<file path="config.mk">
export PLATFORM = sky130hd
export DESIGN_NAME = keypad_scanner_n
export DESIGN_NICKNAME = d
export VERILOG_FILES = /design/src/rtl/keypad_pkg.sv /design/src/rtl/sync2.sv /design/src/rtl/keypad_scanner_n.sv
export SDC_FILE = /design/constraint.sdc
export NUM_CORES = 1
export LEC_CHECK = 0
export CORE_ASPECT_RATIO = 0.9
export CORE_UTILIZATION = 55
export DETAILED_ROUTE_END_ITERATION = 7
export PLACE_DENSITY_LB_ADDON = 0.05
export SETUP_SLACK_MARGIN = 0.3
export SLEW_MARGIN = 15
export SYNTH_ARGS = -nofsm -noshare
export SYNTH_HDL_FRONTEND = slang
export SYNTH_HIERARCHICAL = 1
export SYNTH_SLANG_ARGS = --single-unit
</file>
<file path="constraint.sdc">
create_clock -name clk -period 4.2 [get_ports clk]
set_clock_uncertainty 0.1 [all_clocks]
set_input_delay 0.63 -clock clk [delete_from_list [all_inputs] [get_ports clk]]
set_output_delay 0.63 -clock clk [all_outputs]
set_load 0.03 [all_outputs]
</file>
<file path="src/rtl/keypad_pkg.sv">
// Shared types for the matrix-keypad scanner.
package keypad_pkg;

    typedef enum logic [1:0] {SCAN, DEBOUNCE, PRESSED, RELEASE} kp_state_t;

endpackage

</file>
<file path="src/rtl/sync2.sv">
// Two-flop synchroniser for asynchronous level inputs.
module sync2 #(
    parameter int unsigned      WIDTH       = 1,
    parameter logic [WIDTH-1:0] RESET_VALUE = '0
) (
    input  logic             clk,
    input  logic             reset,
    input  logic [WIDTH-1:0] d,
    output logic [WIDTH-1:0] q
);

    logic [WIDTH-1:0] meta;

    always_ff @(posedge clk) begin
        if (reset) begin
            meta <= RESET_VALUE;
            q    <= RESET_VALUE;
        end else begin
            meta <= d;
            q    <= meta;
        end
    end

endmodule

</file>
<file path="src/rtl/keypad_scanner_n.sv">
// ROWS x COLS keypad scanner: column ring drive, debounced press/release, one-shot key index.
module keypad_scanner_n #(
    parameter int unsigned ROWS     = 4,
    parameter int unsigned COLS     = 4,
    parameter int unsigned SCAN_DIV = 12000,
    parameter int unsigned DEBOUNCE = 20,
    localparam int unsigned CODE_W  = $clog2(ROWS * COLS)
) (
    input  logic              clk,
    input  logic              reset,
    input  logic [ROWS-1:0]   row_n,
    output logic [COLS-1:0]   col_n,
    output logic [CODE_W-1:0] key_code,
    output logic              key_valid,
    output logic              key_held,
    output logic              multi_err
);

    import keypad_pkg::*;

    localparam int unsigned TICK_W = (SCAN_DIV > 1) ? $clog2(SCAN_DIV) : 1;
    localparam int unsigned ROW_W  = (ROWS > 1) ? $clog2(ROWS) : 1;
    localparam int unsigned COL_W  = (COLS > 1) ? $clog2(COLS) : 1;
    localparam int unsigned CNT_W  = $clog2(DEBOUNCE + 1);

    localparam logic [TICK_W-1:0] TICK_LAST = TICK_W'(SCAN_DIV - 1);
    localparam logic [COL_W-1:0]  COL_LAST  = COL_W'(COLS - 1);
    localparam logic [CNT_W-1:0]  CNT_DONE  = CNT_W'(DEBOUNCE);

    kp_state_t         state;
    logic [TICK_W-1:0] tick_cnt;
    logic              tick;
    logic [COL_W-1:0]  col_idx;
    logic [COL_W-1:0]  col_next;
    logic [CNT_W-1:0]  cnt;
    logic [ROWS-1:0]   row_n_sync;
    logic [ROWS-1:0]   rows;
    logic [ROWS-1:0]   cap_rows;
    logic [ROW_W-1:0]  cap_row;
    logic [ROW_W-1:0]  row_enc;
    logic              rows_multi;

    sync2 #(
        .WIDTH       (ROWS),
        .RESET_VALUE ({ROWS{1'b1}})
    ) u_row_sync (
        .clk   (clk),
        .reset (reset),
        .d     (row_n),
        .q     (row_n_sync)
    );

    assign rows       = ~row_n_sync;
    assign rows_multi = |(rows & (rows - 1'b1));
    assign tick       = (tick_cnt == TICK_LAST);
    assign col_next   = (col_idx == COL_LAST) ? '0 : col_idx + 1'b1;

    always_comb begin
        col_n = ~(COLS'(1) << col_idx);
    end

    always_comb begin
        row_enc = '0;
        for (int unsigned r = 0; r < ROWS; r++) begin
            if (rows[r]) row_enc = ROW_W'(r);
        end
    end

    always_ff @(posedge clk) begin
        if (reset) begin
            tick_cnt  <= '0;
            state     <= SCAN;
            col_idx   <= '0;
            cnt       <= '0;
            cap_rows  <= '0;
            cap_row   <= '0;
            key_code  <= '0;
            key_valid <= 1'b0;
            key_held  <= 1'b0;
            multi_err <= 1'b0;
        end else begin
            key_valid <= 1'b0;
            multi_err <= 1'b0;
            tick_cnt  <= tick ? '0 : tick_cnt + 1'b1;
            if (tick) begin
                unique case (state)
                    SCAN: begin
                        if (rows == '0) begin
                            col_idx <= col_next;
                        end else if (rows_multi) begin
                            multi_err <= 1'b1;
                            col_idx   <= col_next;
                        end else begin
                            cap_rows <= rows;
                            cap_row  <= row_enc;
                            cnt      <= CNT_W'(1);
                            state    <= keypad_pkg::DEBOUNCE;
                        end
                    end
                    // The package state name is qualified: the DEBOUNCE parameter shadows it here.
                    keypad_pkg::DEBOUNCE: begin
                        if (rows == cap_rows) begin
                            if (cnt >= CNT_DONE) begin
                                state     <= PRESSED;
                                key_code  <= CODE_W'(32'(cap_row) * COLS + 32'(col_idx));
                                key_valid <= 1'b1;
                                key_held  <= 1'b1;
                            end else begin
                                cnt <= cnt + 1'b1;
                            end
                        end else begin
                            state   <= SCAN;
                            col_idx <= col_next;
                        end
                    end
                    PRESSED: begin
                        if (rows == '0) begin
                            cnt   <= CNT_W'(1);
                            state <= RELEASE;
                        end
                    end
                    RELEASE: begin
                        if (rows == '0) begin
                            if (cnt >= CNT_DONE) begin
                                key_held <= 1'b0;
                                state    <= SCAN;
                                col_idx  <= col_next;
                            end else begin
                                cnt <= cnt + 1'b1;
                            end
                        end else begin
                            state <= PRESSED;
                        end
                    end
                    default: state <= SCAN;
                endcase
            end
        end
    end

endmodule
</file>
==> Yosys cells after proc, flatten, opt, wreduce, memory -nomap -nowiden <==
Cells that the tools add are included.
{ "totals": {"reg_bits": 44, "latch_bits": 0, "ramBits": 0, "rom_bits": 0, "inputBits": 6, "word_cells": 91, "n_memories": 0} }
{ "classes": {"add_sub_neg": 5, "multipliers": 0, "div_mod_pow": 0, "n_lt_le_gt_ge": 1, "eq_ne": 17, "shift": 1, "n_mux": 32, "bitwise_logic": 9, "reduce_logical": 14} }
{ "ops": {"columns": ["operator", "n"], "rows": [
  ["$mux W2", 15],
  ["$mux W5", 6],
  ["$reduce_and A6 Y1", 4],
  ["$pmux W5 S4", 1],
  ["$ne A2 B2 Y1 const B", 8],
  ["$add A14 B1 Y14 const B", 1],
  ["$eq A14 B14 Y1 const B", 1],
  ["$reduce_or A4 Y1", 3],
  ["$ne A3 B3 Y1 const B", 3],
  ["$not A4 Y4", 2],
  ["$pmux W2 S4", 1],
  ["$reduce_and A4 Y1", 2],
  ["$mux W1", 7],
  ["$eq A2 B2 Y1 const B", 3],
  ["$not A1 Y1", 6],
  ["$pmux W2 S3", 1],
  ["$add A5 B1 Y5 const B", 1],
  ["$ge A5 B5 Y1 const B", 1],
  ["$add A4 B2 Y4", 1],
  ["$and A4 B4 Y4", 1],
  ["$eq A4 B4 Y1", 1],
  ["$logic_not A4 Y1", 1],
  ["$shl A1 B2 Y4 const A", 1],
  ["$sub A4 B1 Y4 const B", 1],
  ["7 further kinds", 7]
]} }

==> Logic depth before layout (Yosys ltp) <==
Gate-level depths: netlist (run 1).
{ "depth": {"ltp_word": 7, "mapped_depth": 7} }

==> Cells and area by module <==
The synthesis (run 1) kept the hierarchy.
{ "modules_own_cells": {"columns": ["mod", "instances", "cells_per_inst", "area_each_um2", "seq_area_each_um2"], "rows": [
  ["keypad_scanner_n", 1, 217, 1913.1, 720.7],
  ["sync2", 1, 16, 210.2, 160.2]
]} }

==> Worst setup path before layout (run 1) <==
Ideal clock, no wire load.
{ "synth_timing": {"kind": "flip-flop to flip-flop", "start": "register tick_cnt[0]", "end": "register col_idx[0]", "setup_ns": 0.121, "arrival_time_ns": 1.933, "required_time_ns": 3.979, "slack_ns": 2.047, "path_stages_with_launch": 7, "period_less_slack_ns": 2.153, "path_cell_list": "dfxtp_1 -> ha_1 -> nand4_1 -> or4_4 -> a21oi_1 -> and4_1 -> mux2_2"} }
{ "synth_between": {"elab_chain_len": 2} }
{ "synth_lines": {"columns": ["item", "line", "text"], "rows": [
  ["from (decl)", "keypad_scanner_n.sv:31", "logic [TICK_W-1:0] tick_cnt;"],
  ["from (signal assigned)", "keypad_scanner_n.sv:84", "tick_cnt <= tick ? '0 : tick_cnt + 1'b1;"],
  ["$eq A14 B14 Y1", "keypad_scanner_n.sv:55", "assign tick = (tick_cnt == TICK_LAST);"],
  ["$reduce_and A6 Y1 (no source line)", null, null],
  ["to (signal assigned)", "keypad_scanner_n.sv:89", "col_idx <= col_next;"],
  ["to (signal assigned)", "keypad_scanner_n.sv:92", "col_idx <= col_next;"],
  ["to (signal assigned)", "keypad_scanner_n.sv:113", "col_idx <= col_next;"],
  ["to (decl)", "keypad_scanner_n.sv:33", "logic [COL_W-1:0] col_idx;"]
]} }
No other way between the ends.
A chain may end at the register's enable or synchronous reset.

==> Worst setup path in the final report (run 1) <==
{ "layout_timing": {"start": "register col_idx[0]", "end": "output port col_n[0]"} }
{ "layout_between": {"elab_chain_len": 2} }
{ "layout_lines": {"columns": ["item", "line", "text"], "rows": [
  ["$shl A1 B2 Y4", "keypad_scanner_n.sv:59", "col_n = ~(COLS'(1) << col_idx);"],
  ["$not A4 Y4", "keypad_scanner_n.sv:59", null],
  ["to (decl)", "keypad_scanner_n.sv:12", "output logic [COLS-1:0] col_n,"]
]} }
No other way between the ends.

==> impl_metrics.yaml, run 1 <==
layout:
  final-seq-area_um2: 880.8
  layout.nets: 265
  area_growth_pct: 13.85
  fillerInstances: 302
  multi_input_comb_area_um2: 1136
  final_layout_size_suffix_gt1_share_pct: 7.258
  num_antenna_cells: 0
sta:
  timing.final.hold_violations: 0
  relSlewSlack_pct: 52.30
  fmax_mhz: 404.2
  post-route-period-util_pct: 58.90
  fin_ws_ns: 1.726
  timing_worst_slew_pin_value_ns: 0.7090
  fin_setup_tns_ns: 0
  slew_violations: 0
  setup-violations-final: 0
  period_minus_slack_ns: 2.474
  unrepaired_setup_endpoints_after_global_routing: "false"
routing:
  detail_route.wl_per_cell_um: 13.45
  vias: 1637
  drt.antenna.violating_nets: 0
  via_per_inst: 5.568
  drc: 0
  detail_route.wirelength_mm: 3.954
  detailedRoute.firstIterationViolations: 91
  dr.pass1.iters: 4
global_routing:
  grt_start_max_net_pins: 27
  globalRouteTotalUtil_pct: 21.99
  antenna_violations_before_repair: 0
  grt_pass1_wl_mm: 6.706
  top_usage_layer: "met2"
  grt.met3_usage_pct: 6.203
  grt-ovfl-total: 0
  grt_pass1_vias: 1448
  grt.met2_usage_pct: 33.52
  grtUsageMet1_pct: 29.79
logic_synthesis:
  syn-cell-area_um2: 2123
  synth.top_cell.area_share_pct: 41.48
  synth_top_cell_by_area: "sky130_fd_sc_hd__dfxtp_1"
  synth.ff_latch_count: 44
  ys_async_sr_fraction_pct: 0
  synth.yosys.warnings: 6
  synth_area_leaders: "sky130_fd_sc_hd__dfxtp_1 (41%), sky130_fd_sc_hd__ha_1 (7.1%), sky130_fd_sc_hd__nor2_1 (4.8%)"
  postSynthAreaPerCell_um2: 9.113
  synth_most_common_cell: "sky130_fd_sc_hd__dfxtp_1"
  synthFlopType: "sky130_fd_sc_hd__dfxtp_1"
  synthDistinctLibCells: 47
  synth_seq_area_share_pct: 41.48
  ys_top_cells_by_count: "sky130_fd_sc_hd__dfxtp_1 (44), sky130_fd_sc_hd__nor2_1 (27), sky130_fd_sc_hd__nand2_1 (18)"
  syn_nets: 251
  postSynthCellCount: 233
  synth-edff-count: 0
setup_path:
  critical_path.reg2reg.startpoint: "tick_cnt[0]"
  critical_path.endpoint_type: "primary output"
  reg2reg_to: "col_idx[0]"
  crit_required_ns: 3.47
  cpLargestDelayFamily: "buffers and inverters"
  timing.critical_path.buf_inv: 3
  critical_path_type: "reg -> out"
  worstRegToRegCells: 6
  reg2reg_slack_ns: 1.84
  cp_cell_sequence: "inv_1 > ha_1 > inv_1 > clkdlybuf4s50_1"
  timing.critical_path.from_type: "flip-flop"
  cpMostUsedCell: "sky130_fd_sc_hd__inv_1"
  crit_path_top_delay_cell: "sky130_fd_sc_hd__clkdlybuf4s50_1"
  cp_max_fanout: 5
  slowest_delay_ns: 0.65
  critical_path_arrival_ns: 1.74
status:
  status: "finished clean"
clocking:
  cts.repair.resized: 0
  tritoncts.num_buffers: 5
  post_cts.repair.setup_buffers: 0
  clock_tree.htree_level_count: 2
  clock_path_buffers: 2
  cts_tree: "built"
  cts_root_buffer: "sky130_fd_sc_hd__clkbuf_8"
  numClockSinks: 44
  cts_hold_buf: 0
  clock_latency_on_the_worst_skew_pair_ns: 0.30
  clk_pin_slew_ns: 0.09
place:
  placement.setup.worst_slack_ns: 1.766
  io_buffer_count: 16
  post-dp-hpwl_mm: 2.839
  finalWeightedCongestion: 0.8255
power:
  power_uw: 790.3
  power.density_nw_per_um2: 327.0
  p_leak_nw: 0.8739
  worst_ir_drop_vdd_mv: 0.3336
die:
  initial_standard_cell_utilization_of_the_core_pct: 57.31
  die-width_um: 67.50
  number_of_standard_cell_rows_in_the_floorplan: 21
  ioPinCount: 17
  total_core_area_um2: 3705
  die_y_um: 60.95
  die_area_um2: 4113
hold_path:
  min_path_type: "reg -> reg"
  hold_path_depth: 1
  hold_path.startpoint: "u_row_sync/meta[1]"
  whs_endpoint: "u_row_sync/q[1]"
job:
  maxCapViolCount: 0
-- final cells by class --
| type | instances | share of cell area (%) |
|---|---|---|
| Timing Repair Buffer | 17 | 6.936 |
| Clock buffer | 5 | 2.847 |
| Multi-Input combinational cell | 163 | 47.00 |
| Inverter | 16 | 2.484 |
| Clock inverter | 3 | 1.915 |
| Tap cell | 46 | 2.381 |
| Sequential cell | 44 | 36.44 |
-- routing by layer --
layer,vias to the layer above,part of all wire (%)
met5,-,0
met3,5,4.5
met2,40,44
met4,0,1.2
li1,844,-
met1,748,50
-- state kept, by name, indices dropped and copies added (netlist names) --
name and flops:
tick_cnt 14, cnt 5, cap_rows 4, key_code 4, u_row_sync/meta 4, u_row_sync/q 4, cap_row 2, col_idx 2
state 2, key_held 1, key_valid 1, multi_err 1
-- placed cells by master (no fill, tap or decap), drive strengths merged, types with 7 or more instances in the layout --
master,n
dfxtp,44
nor2,27
nand2,18
inv,17
clkdlybuf4s50,16
ha,12
xnor2,10
nand4,9
or2,9
mux2i,7
-- cells by family (layout without fill, tap and decap cells) --
kind of cell             count (synthesis)  in the layout  share of synthesized area (%)
adder cells (fa/ha/maj)                 13             13                          7.543
multiplexers                             8              8                          3.830
AO/OA/AOI/OAI                           36             36                          12.97
AND/OR/NAND/NOR                         91             91                          22.98
flip-flops                              44             44                          41.48
buffers and inverters                   26             41                          5.009
XOR/XNOR                                15             15                          6.187
-- worst reg2reg max path: stages (launching register included) --
cell	delay, ns
sky130_fd_sc_hd__dfxtp_1	0.39
sky130_fd_sc_hd__ha_1	0.22
sky130_fd_sc_hd__nand4_1	0.20
sky130_fd_sc_hd__or4_4	0.62
sky130_fd_sc_hd__a21oi_1	0.13
sky130_fd_sc_hd__and4_1	0.26
sky130_fd_sc_hd__mux2_2	0.35
-- stage by stage --
| step | hold slack [ns] | cells | utilization, % | instance area, um2 |
|---|---|---|---|---|
| after floorplan | 0.2832 | 233 | - | 2123 |
| after CTS | 0.3235 | 294 | 65.25 | 2417 |
| final | 0.3177 | 294 | 65.25 | 2417 |
| after detailed placement | 0.3004 | 286 | 62.14 | 2302 |
| after global routing | 0.3324 | 294 | 65.25 | 2417 |
| after global placement | 0.2913 | 286 | 62.14 | 2302 |
-- how the worst max path moves through the flow --
stage	start	cells past startpoint	slack, ns	endpoint
2_1_floorplan	tick_cnt[0]	6	2.05	col_idx[0]
3_3_place_gp	reset	5	1.81	multi_err
3_5_place_dp	reset	5	1.77	multi_err
4_1_cts	col_idx[0]	4	1.71	col_n[0]
5_1_grt	col_idx[0]	4	1.63	col_n[2]
6_report	col_idx[0]	4	1.73	col_n[0]
-- power breakdown --
group          leakage, nW  internal [mW]  switching, mW
registers            0.357          0.423        0.00689
clock network       0.0548          0.179          0.152
logic                0.462         0.0129         0.0169
Power figures use the tool's default switching activity.
==> run 2: changes to the inputs <==
Settings changed: CORE_UTILIZATION 55 to 51.
Clock period 4.2 ns to 2.17 ns, I/O delays scaled along.
==> impl_metrics.yaml, run 2 (synthesis results as in run 1) <==
status:
  status: "finished clean"
power:
  power.density_nw_per_um2: 585.2
  p_leak_nw: 1.057
  worst_ir_drop_vdd_mv: 0.4413
  power_mw: 1.643
setup_path:
  worstSetupPathDepth: 5
  crit_required_ns: 2.26
  reg2reg_slack_ns: 0.13
  slowest_delay_ns: 0.44
  critical_path_arrival_ns: 2.13
  cp_max_fanout: 2
  timing.critical_path.buf_inv: 0
  critical_path.reg2reg.startpoint: "tick_cnt[13]"
  crit_path_top_delay_cell: "sky130_fd_sc_hd__or4_4"
  cp_cell_sequence: "or3b_4 > or4_4 > a21oi_2 > and4_4 > mux2_4"
  setup.worst_path.start: "tick_cnt[13]"
  cpLargestDelayFamily: "simple AND/OR/NAND/NOR gates"
  critical_path_type: "reg -> reg"
  worstRegToRegCells: 5
  timing.critical_path.from_type: "flip-flop"
  critical_path.endpoint_type: "flip-flop"
  crit_path_end: "col_idx[0]"
  reg2reg_to: "col_idx[0]"
layout:
  registers.top_by_ff_count: "tick_cnt"
  mostFrequentLayoutCells: "sky130_fd_sc_hd__dfxtp_1 (38), sky130_fd_sc_hd__nor2_1 (27), sky130_fd_sc_hd__buf_4 (24)"
  layout.nets: 295
  mostFrequentLayoutCell: "sky130_fd_sc_hd__dfxtp_1"
  fin_cells: 323
  num_antenna_cells: 0
  largest_registers: "tick_cnt x14, cnt x5"
  final_layout_size_suffix_gt1_share_pct: 25.99
  multi_input_comb_area_um2: 1276
  area_growth_pct: 32.23
  final-seq-area_um2: 888.4
  fillerInstances: 296
  largest_reg_flops: 14
global_routing:
  grt-ovfl-total: 0
  antenna_violations_before_repair: 0
  globalRouteTotalUtil_pct: 23.25
  grt_pass1_wl_mm: 8.245
  grt_start_max_net_pins: 22
  grt_pass1_vias: 1829
routing:
  drt.antenna.violating_nets: 0
  vias: 1811
  drc: 0
  detail_route.wirelength_mm: 4.648
  dr.pass1.iters: 5
  detailedRoute.firstIterationViolations: 91
  via_per_inst: 5.607
  detail_route.wl_per_cell_um: 14.39
die:
  die-width_um: 70.02
  ioPinCount: 17
  die_area_um2: 4426
  initial_standard_cell_utilization_of_the_core_pct: 54.97
  total_core_area_um2: 3862
  die_y_um: 63.21
  number_of_standard_cell_rows_in_the_floorplan: 21
clocking:
  numClockSinks: 44
  clock_path_buffers: 2
  cts_tree: "built"
  tritoncts.num_buffers: 5
  cts_hold_buf: 0
  clk_pin_slew_ns: 0.08
  cts_root_buffer: "sky130_fd_sc_hd__clkbuf_8"
  clock_tree.htree_level_count: 2
  clock_latency_on_the_worst_skew_pair_ns: 0.29
sta:
  slew_violations: 0
  relSlewSlack_pct: 65.80
  fmax_mhz: 490.4
  unrepaired_setup_endpoints_after_global_routing: "true"
  timing_worst_slew_pin_value_ns: 0.5077
  hold-worst-slack_ns: 0.3049
  period_minus_slack_ns: 2.039
  setup-violations-final: 0
  timing.final.hold_violations: 0
  post-route-period-util_pct: 93.97
place:
  io_buffer_count: 16
  post-dp-hpwl_mm: 3.234
  dpl.cell_count: 304
  finalWeightedCongestion: 0.9254
hold_path:
  min_path_type: "reg -> reg"
  hold_path.startpoint: "u_row_sync/meta[1]"
job:
  maxCapViolCount: 0
==> run 2: area by class of cell <==
cell class,count,area share [%]
multi-input combinational,164,45.45
sequential,44,31.64
timing repair buffer,46,14.13
clock buffer,5,2.451
clock inverter,2,2.139
inverter,16,2.139
tap,46,2.050
==> run 2: worst min-delay path by stage <==
| stage | end | slack [ns] | cells after the start |
|---|---|---|---|
| CTS | u_row_sync/q[1] | 0.31 | 1 |
| finish | u_row_sync/q[1] | 0.30 | 1 |
| global route | u_row_sync/q[3] | 0.33 | 1 |
| global placement | u_row_sync/q[1] | 0.29 | 1 |
| floorplan | u_row_sync/q[0] | 0.28 | 1 |
| detailed placement | u_row_sync/q[1] | 0.29 | 1 |
==> run 2: per-layer routing <==
| metal | track usage (%) | routed length [um] | up-vias | share of wire, % |
|---|---|---|---|---|
| met4 | 7.750 | 61 | 0 | 1.3 |
| met3 | 4.480 | 125 | 10 | 2.7 |
| li1 | - | - | 901 | - |
| met5 | 0 | 0 | - | 0 |
| met1 | 28.10 | 2048 | 867 | 44 |
| met2 | 41.23 | 2413 | 33 | 52 |
==> run 2: metrics by stage <==
step	utilization (%)	setup WS [ns]	instance area, um2	setup TNS (ns)
floorplan	-	0.04691	2146	0
detailed placement	63.56	-0.09243	2455	-0.09243
finish	72.69	0.1308	2808	0
global route	72.69	0.003165	2808	0
CTS	70.17	0.09429	2710	0
global placement	63.56	-0.05786	2455	-0.05786
==> run 2: power by group <==
group | leakage, nW | total (mW) | switching (mW) | internal (mW)
clock network | 0.0642 | 0.724 | 0.271 | 0.453
logic | 0.634 | 0.0879 | 0.0450 | 0.0429
registers | 0.359 | 0.831 | 0.0124 | 0.819
==> run 2: worst register-to-register path, cell delays in order (launching register included) <==
cell                      delay [ns]
sky130_fd_sc_hd__dfxtp_2        0.34
sky130_fd_sc_hd__or3b_4         0.40
sky130_fd_sc_hd__or4_4          0.44
sky130_fd_sc_hd__a21oi_2        0.13
sky130_fd_sc_hd__and4_4         0.24
sky130_fd_sc_hd__mux2_4         0.29
==> run 2: timing repair <==
action,CTS,global route
cloned,1,0
resized for setup,22,20
setup buffers,7,4
endpoints found under the setup margin,38,39
pin swaps,9,8
==> run 3: changes to the inputs <==
--- a/config.mk
+++ b/config.mk
@@ -8,3 +8,3 @@
 export CORE_ASPECT_RATIO = 0.9
-export CORE_UTILIZATION = 51
+export CORE_UTILIZATION = 55
 export DETAILED_ROUTE_END_ITERATION = 7
==> constraint.sdc (replaced) <==
create_clock -name clk -period 2 [get_ports clk]
set_clock_uncertainty 0.1 [all_clocks]
set_input_delay 0.3 -clock clk [delete_from_list [all_inputs] [get_ports clk]]
set_output_delay 0.3 -clock clk [all_outputs]
set_load 0.05 [all_outputs]
==> impl_metrics.yaml, run 3 (synthesis results as in run 1) <==
status:
  status: "finished with violations"
  violations: "setup timing"
sta:
  period_minus_slack_ns: 2.138
  unrepaired_setup_endpoints_after_global_routing: "true"
  fmax_mhz: 467.7
  timing.final.hold_violations: 0
  fin_setup_tns_ns: -0.6652
  timing_worst_slew_pin_value_ns: 0.5851
  relSlewSlack_pct: 60.58
  setup-violations-final: 14
  post-route-period-util_pct: 106.9
  slew_violations: 0
  fin_ws_ns: -0.1380
setup_path:
  reg2reg_to: "col_idx[0]"
  worstSetupPathDepth: 5
  critical_path.reg2reg.startpoint: "tick_cnt[8]"
  crit_path_end: "col_idx[0]"
  slowest_delay_ns: 0.55
  reg2reg_slack_ns: -0.14
  cp_cell_sequence: "or3b_4 > or4_4 > a21oi_2 > and4_4 > mux2_4"
  worstRegToRegCells: 5
  timing.critical_path.buf_inv: 0
  cpLargestDelayFamily: "simple AND/OR/NAND/NOR gates"
  timing.critical_path.from_type: "flip-flop"
  critical_path_type: "reg -> reg"
  critical_path_arrival_ns: 2.22
  crit_required_ns: 2.09
  cp_max_fanout: 2
  setup.worst_path.start: "tick_cnt[8]"
  critical_path.endpoint_type: "flip-flop"
  crit_path_top_delay_cell: "sky130_fd_sc_hd__or4_4"
global_routing:
  antenna_violations_before_repair: 0
  globalRouteTotalUtil_pct: 29.03
  top_usage_layer: "met2"
  grt_pass1_wl_mm: 8.687
  grt-ovfl-total: 0
  grt_start_max_net_pins: 18
  grt.met2_usage_pct: 52.48
  grt_pass1_vias: 1960
  grtUsageMet1_pct: 31.72
  grt.met3_usage_pct: 7.331
die:
  die_y_um: 60.95
  die_area_um2: 4113
  die-width_um: 67.50
  ioPinCount: 17
  total_core_area_um2: 3705
  number_of_standard_cell_rows_in_the_floorplan: 21
  initial_standard_cell_utilization_of_the_core_pct: 57.31
clocking:
  clock_latency_on_the_worst_skew_pair_ns: 0.30
  clock_path_buffers: 2
  clk_pin_slew_ns: 0.08
  cts_tree: "built"
  clock_tree.htree_level_count: 2
  tritoncts.num_buffers: 5
  numClockSinks: 44
  cts_root_buffer: "sky130_fd_sc_hd__clkbuf_8"
routing:
  via_per_inst: 5.726
  detail_route.wirelength_mm: 5.772
  vias: 1964
  detailedRoute.firstIterationViolations: 92
  dr.pass1.iters: 4
  drt.antenna.violating_nets: 0
  detail_route.wl_per_cell_um: 16.83
  drc: 0
layout:
  layout.nets: 314
  fin_cells: 343
  num_antenna_cells: 0
  largest_registers: "tick_cnt x14, cnt x5"
  largest_reg_flops: 14
  final_layout_size_suffix_gt1_share_pct: 36.03
  mostFrequentLayoutCells: "sky130_fd_sc_hd__dfxtp_1 (39), sky130_fd_sc_hd__buf_4 (39), sky130_fd_sc_hd__nand2_1 (17)"
  registers.top_by_ff_count: "tick_cnt"
  design_area_um2: 3124
  area_growth_pct: 47.14
place:
  dpl.cell_count: 321
  finalWeightedCongestion: 0.8477
  placement.setup.worst_slack_ns: -0.1356
  io_buffer_count: 16
  dpl_cell_area_um2: 2614
  post-dp-hpwl_mm: 3.524
job:
  maxCapViolCount: 0
hold_path:
  hold_path_depth: 1
  min_path_type: "reg -> reg"
  hold_path.startpoint: "u_row_sync/meta[2]"
power:
  power.density_nw_per_um2: 515.3
  worst_ir_drop_vdd_mv: 0.5261
  p_leak_nw: 1.214
run 3: cell count changes in the layout (fill, tap and decap cells not counted), sizes merged:
cell | before | now
clkdlybuf4s15 | 1 | 0
clkdlybuf4s50 | 12 | 5
bufinv | 2 | 0
dlygate4sd2 | 1 | 7
clkbuf | 7 | 8
buf | 30 | 53
run 3: power by group:
part	total (mW)	internal (mW)	switching, mW
logic	0.143	0.0733	0.0692
registers	0.901	0.889	0.0123
clock network	0.566	0.282	0.285
total	1.61	1.24	0.366
run 3: final cells by class:
class                      count  area (um2)
timing repair buffer          65       608.1
clock buffer                   8       90.09
multi-input combinational    164        1419
sequential                    44       889.6
tap                           46       57.56
fill                         210       580.6
inverter                      16       60.06
run 3: worst min path at each step:
stage	end	slack, ns
CTS	u_row_sync/q[2]	0.31
floorplan	u_row_sync/q[0]	0.28
global placement	u_row_sync/q[3]	0.29
global route	u_row_sync/q[2]	0.33
detailed placement	u_row_sync/q[2]	0.30
finish	u_row_sync/q[2]	0.31
run 3: what timing repair did:
item	in CTS	in global routing
endpoints found under the setup margin	43	38
gates cloned	2	0
resized for setup	52	24
hold buffers	0	0
setup buffers	6	6
pin swaps	19	15
run 3: worst register-to-register path: cells and delay by family, from the launching register on:
kind             cells  cell delay, ns
AO/OA/AOI/OAI        1            0.12
flip-flops           1            0.33
multiplexers         1            0.30
AND/OR/NAND/NOR      3            1.17
run 3: routing by layer:
| metal | share of wire, % | wire length [um] | vias to the layer above |
|---|---|---|---|
| li1 | - | - | 945 |
| met1 | 39 | 2257 | 948 |
| met2 | 54 | 3106 | 57 |
| met3 | 5.5 | 316 | 14 |
| met4 | 1.6 | 93 | 0 |
| met5 | 0 | 0 | - |
run 3: per-stage QoR:
stage,power [mW],hold slack [ns],util (%)
floorplan,0.9659,0.2832,-
global placement,1.015,0.2921,70.55
detailed placement,1.021,0.2978,70.55
CTS,1.596,0.3072,80.04
global route,1.659,0.3265,84.33
finish,1.610,0.3088,84.33
